$ cat config.mk
export PLATFORM = sky130hd
export DESIGN_NAME = req_queue
export DESIGN_NICKNAME = d
export VERILOG_FILES = /design/src/rtl/req_queue.sv
export SDC_FILE = /design/constraint.sdc
export NUM_CORES = 1
export LEC_CHECK = 0
export BUFFER_PORTS_ARGS = -buffer_cell sky130_fd_sc_hd__buf_2
export CAP_MARGIN = 15
export CORE_UTILIZATION = 40
export DETAILED_ROUTE_END_ITERATION = 10
export GPL_TIMING_DRIVEN = 0
export MAX_ROUTING_LAYER = met4
export SYNTH_ARGS = -nofsm -noshare
export SYNTH_HDL_FRONTEND = slang
export SYNTH_SLANG_ARGS = --single-unit
export TNS_END_PERCENT = 30
$ cat constraint.sdc
create_clock -name clk -period 2.1 [get_ports clk]
set_input_delay 0.21 -clock clk [delete_from_list [all_inputs] [get_ports clk]]
set_output_delay 0.21 -clock clk [all_outputs]
set_load 0.05 [all_outputs]
$ cat src/rtl/req_queue.sv
// Request queue between the request arbiter and the tag-lookup stage; DEPTH-entry FIFO.
// Latency: 1 cycle push-to-head, no same-cycle bypass from input to output.
// Backpressure: in_req_rdy = !full && !flush from registered state; independent of out_req_rdy.
//
// Ports:
//   clk, rst          - sole clock, asynchronous active-high reset
//   in_req_vld/rdy/pld  - arbitrated request from the arbiter
//   out_req_vld/rdy/pld - head entry toward tag lookup
//   flush             - synchronous discard of all queued entries
//   count             - number of valid entries (0..DEPTH)
module req_queue #(
    parameter int  DEPTH    = 4,
    parameter type PLD_TYPE = logic
) (
    input  logic                    clk,
    input  logic                    rst,
    input  logic                    in_req_vld,
    output logic                    in_req_rdy,
    input  PLD_TYPE                 in_req_pld,
    output logic                    out_req_vld,
    input  logic                    out_req_rdy,
    output PLD_TYPE                 out_req_pld,
    input  logic                    flush,
    output logic [$clog2(DEPTH):0]  count
);

    localparam int AW = $clog2(DEPTH);
    localparam int PW = AW + 1;

    // Pointers carry one extra wrap bit so full and empty are distinguishable.
    logic [PW-1:0] wr_ptr;
    logic [PW-1:0] rd_ptr;
    PLD_TYPE       mem [DEPTH];

    logic empty;
    logic full;
    logic push;
    logic pop;

    assign empty = (wr_ptr == rd_ptr);
    assign full  = (wr_ptr[AW-1:0] == rd_ptr[AW-1:0]) && (wr_ptr[AW] != rd_ptr[AW]);

    // A pop in the full cycle does not open the input until the next cycle,
    // keeping in_req_rdy free of any path from out_req_rdy.
    assign in_req_rdy  = !full && !flush;
    assign out_req_vld = !empty && !flush;
    assign out_req_pld = mem[rd_ptr[AW-1:0]];

    assign push = in_req_vld && in_req_rdy;
    assign pop  = out_req_vld && out_req_rdy;

    // Occupancy follows from the pointer difference; modular subtraction handles wrap.
    assign count = wr_ptr - rd_ptr;

    always_ff @(posedge clk or posedge rst) begin
        if (rst) begin
            wr_ptr <= '0;
            rd_ptr <= '0;
        end else if (flush) begin
            wr_ptr <= '0;
            rd_ptr <= '0;
        end else begin
            if (push) begin
                wr_ptr <= wr_ptr + PW'(1);
            end
            if (pop) begin
                rd_ptr <= rd_ptr + PW'(1);
            end
        end
    end

    // Payload storage is not reset; only entries between the pointers are meaningful.
    always_ff @(posedge clk) begin
        if (push) begin
            mem[wr_ptr[AW-1:0]] <= in_req_pld;
        end
    end

endmodule

==> impl_metrics.json <==
{
  "dp_hpwl_um": 1117,
  "start_kind": "register",
  "critPathMaxFanout": 5,
  "ant_nets": 0,
  "vias": 580,
  "clkSinkCount": 10,
  "dp.cells": 97,
  "grt_setup_unrepaired": "no",
  "routed_wl_um": 1455,
  "n_antenna_cell": 0,
  "syn_avg_cell_area_sq_um": 9.836,
  "pre_cts_ws_ns": 0.2695,
  "max_freq_ghz": 0.5050,
  "drv_cap": 0,
  "cpMaxStageDelayCell": "dfrtp_2",
  "wl_met1_um": 744,
  "critical_path_class": "register to output port",
  "drtPass1Iterations": 6,
  "p_leak_nw": 0.3647,
  "die-area_sq_mm": 0.001943,
  "start_util_pct": 44.92,
  "drc": 0,
  "dr_wl_met2_um": 659,
  "grt_overflow": 0,
  "synthTopCellsByCount": "7 x ha_1, 7 x nand3_1, 6 x dfrtp_1, 6 x inv_1",
  "initialDrtViolationCount": 12,
  "synth_top_area_share_pct": 21.20,
  "antenna_found_initial": 0,
  "worst-path-stages": 6,
  "drive_gt1_share_pct": 20.93,
  "root_buffer": "clkbuf_4",
  "rows": 14,
  "reg2reg_depth": 4,
  "grt_max_degree": 11,
  "cp_top_family": "adder cells",
  "dr_wl_met3_um": 34,
  "synthTopCellsByArea": "dfrtp_1 21%, edfxtp_1 17%, ha_1 12%",
  "min_path_type": "input port to register",
  "tritoncts": "built",
  "end_kind": "output port",
  "layout_min_cycle_time_ns": 1.980,
  "synth-edff-count": 4,
  "ys_async_sr_fraction_pct": 60.00,
  "die_h_um": 44.08,
  "timing.final.ws_setup_ns": 0.1198,
  "port-buffer-count": 9,
  "grt_pass1_vias": 531,
  "io_pins": 12,
  "path_cells": "inv_2 -> ha_1 -> inv_1 -> fa_1 -> xnor2_1 -> buf_4",
  "drv_slew": 0,
  "gr-usage-all-layers_pct": 18.08,
  "stdcell_count": 102,
  "relSlewSlack_pct": 62.09,
  "ys.flop_type": "dfrtp_1",
  "drt-vias-per-instance": 5.686,
  "ys_ff_latch": 10,
  "place.gp.congestion": 0.7623,
  "worst_pin_slew_ns": 0.5667,
  "clock_latency_ns": 0.27,
  "cts_buffers": 3,
  "crit_buf_inv": 3,
  "design.core.area_sq_mm": 0.001577,
  "top_layer_used": "met4",
  "min_delay_path_depth": 1,
  "hold_violations": 0,
  "cp.required_ns": 1.89,
  "crit_arrival_ns": 1.77,
  "area_delta_synth_final_pct": 17.14,
  "cts_setup_buffers": 0,
  "cts-htree-levels": 1,
  "cts_buffer_depth": 2,
  "yosysUniqueCellTypes": 27,
  "path_clk_slew_ns": 0.07,
  "status": "complete, no violations",
  "fp.dieW_um": 44.08,
  "finalSetupViolCount": 0,
  "yosys_warnings": 0,
  "syn_nets": 86,
  "max_stage_delay_ns": 0.44,
  "routedWlPerCell_um": 14.26,
  "worst_clock_skew_ns": 0.006944,
  "synth-seq-area-share_pct": 38.16,
  "final_nets": 101,
  "vdd_drop_max_mv": 1.004,
  "grt_pass1_wl_um": 2456,
  "p_per_area_mw_per_mm2": 1501,
  "yosys.area.top_type": "dfrtp_1",
  "syn-cell-area_sq_um": 708.2,
  "postSynthCellCount": 72,
  "timing.final.crit_share_pct": 94.30
}
[logic make-up (layout without fill, tap and decap cells)]
family | after synthesis | count (layout) | share of synthesized area [%]
xor+xnor | 3 | 3 | 3.711
compound gates | 8 | 8 | 6.889
mux | 1 | 1 | 3.180
flops | 10 | 10 | 38.16
fa+ha+maj | 8 | 8 | 15.19
simple gates | 33 | 33 | 27.92
buf+inv | 9 | 23 | 4.946
[cell type report]
| class | instances | area [sq um] |
|---|---|---|
| buffer | 3 | 12.51 |
| clock buffer | 3 | 22.52 |
| clock inverter | 1 | 3.754 |
| fill | 147 | 747.0 |
| inverter | 6 | 22.52 |
| multi-input combinational | 53 | 414.1 |
| sequential | 10 | 271.5 |
| tap | 16 | 20.02 |
| timing repair buffer | 10 | 62.56 |
[repair_timing]
action                                  CTS  global route
pin swaps                                 0             1
endpoints found under the setup margin    1             3
gates cloned                              0             0
hold buffers                              1             0
hold endpoints to repair                  6             0
gates resized for setup                   1             6
[registers in the layout (all words and copies together), names as in the netlist]
name	flops
mem	4
rd_ptr	3
wr_ptr	3
[metrics by stage]
stage / TNS, ns / hold WS (ns) / total power (W) / utilization (%) / area, sq um
finish: 0 / 0.1616 / 0.001245 / 52.62 / 829.5
global route: 0 / 0.1621 / 0.001339 / 52.62 / 829.5
CTS: 0 / 0.1583 / 0.001220 / 51.75 / 815.8
detailed placement: 0 / 0.1340 / 0.001080 / 49.29 / 777.0
global placement: 0 / 0.1345 / 0.001075 / 49.29 / 777.0
floorplan: -0.01324 / 0.0009591 / 0.0009189 / - / 711.9
[placed cells by master, fill, tap and decap left out, types with 2 or more instances in the layout]
| cell type | netlist | final |
|---|---|---|
| nor3b_1 | 2 | 2 |
| nor2b_1 | 2 | 2 |
| or3_1 | 2 | 2 |
| clkbuf_1 | 2 | 2 |
| xnor2_1 | 2 | 2 |
| nand4b_1 | 3 | 3 |
| a21oi_1 | 3 | 2 |
| ha_1 | 7 | 7 |
| and3_1 | 3 | 3 |
| edfxtp_1 | 4 | 4 |
| or4_1 | 3 | 3 |
| buf_4 | 0 | 2 |
| dfrtp_1 | 6 | 5 |
| clkbuf_4 | 0 | 4 |
| nand3_1 | 7 | 7 |
| buf_2 | 0 | 6 |
| a31oi_1 | 4 | 4 |
| nor2_1 | 3 | 3 |
| nand2_1 | 3 | 3 |
| inv_1 | 6 | 5 |
[worst paths after layout]
check / startpoint / to / slack (ns)
min: in_req_pld / mem[1] / 0.16
min in group asynchronous: rst / wr_ptr[1] / 0.39
max in group asynchronous: rst / wr_ptr[0] / 1.51
min reg2reg: wr_ptr[2] / wr_ptr[2] / 0.66
max reg2reg: wr_ptr[1] / wr_ptr[2] / 0.33
max: wr_ptr[0] / count[2] / 0.12
[report_power, final]
part / leakage (nW) / internal (W) / switching, W
logic: 0.234 / 0.000236 / 0.000566
clock network: 0.0154 / 0.0000686 / 0.0000643
registers: 0.116 / 0.000248 / 0.0000620
[per-layer routing]
layer,vias up,global-route usage (%)
met5,-,-
met2,13,25.29
met3,2,2.857
met4,0,11.52
met1,273,24.22
li1,292,-
No activity file was read; power rests on OpenSTA's default activity.
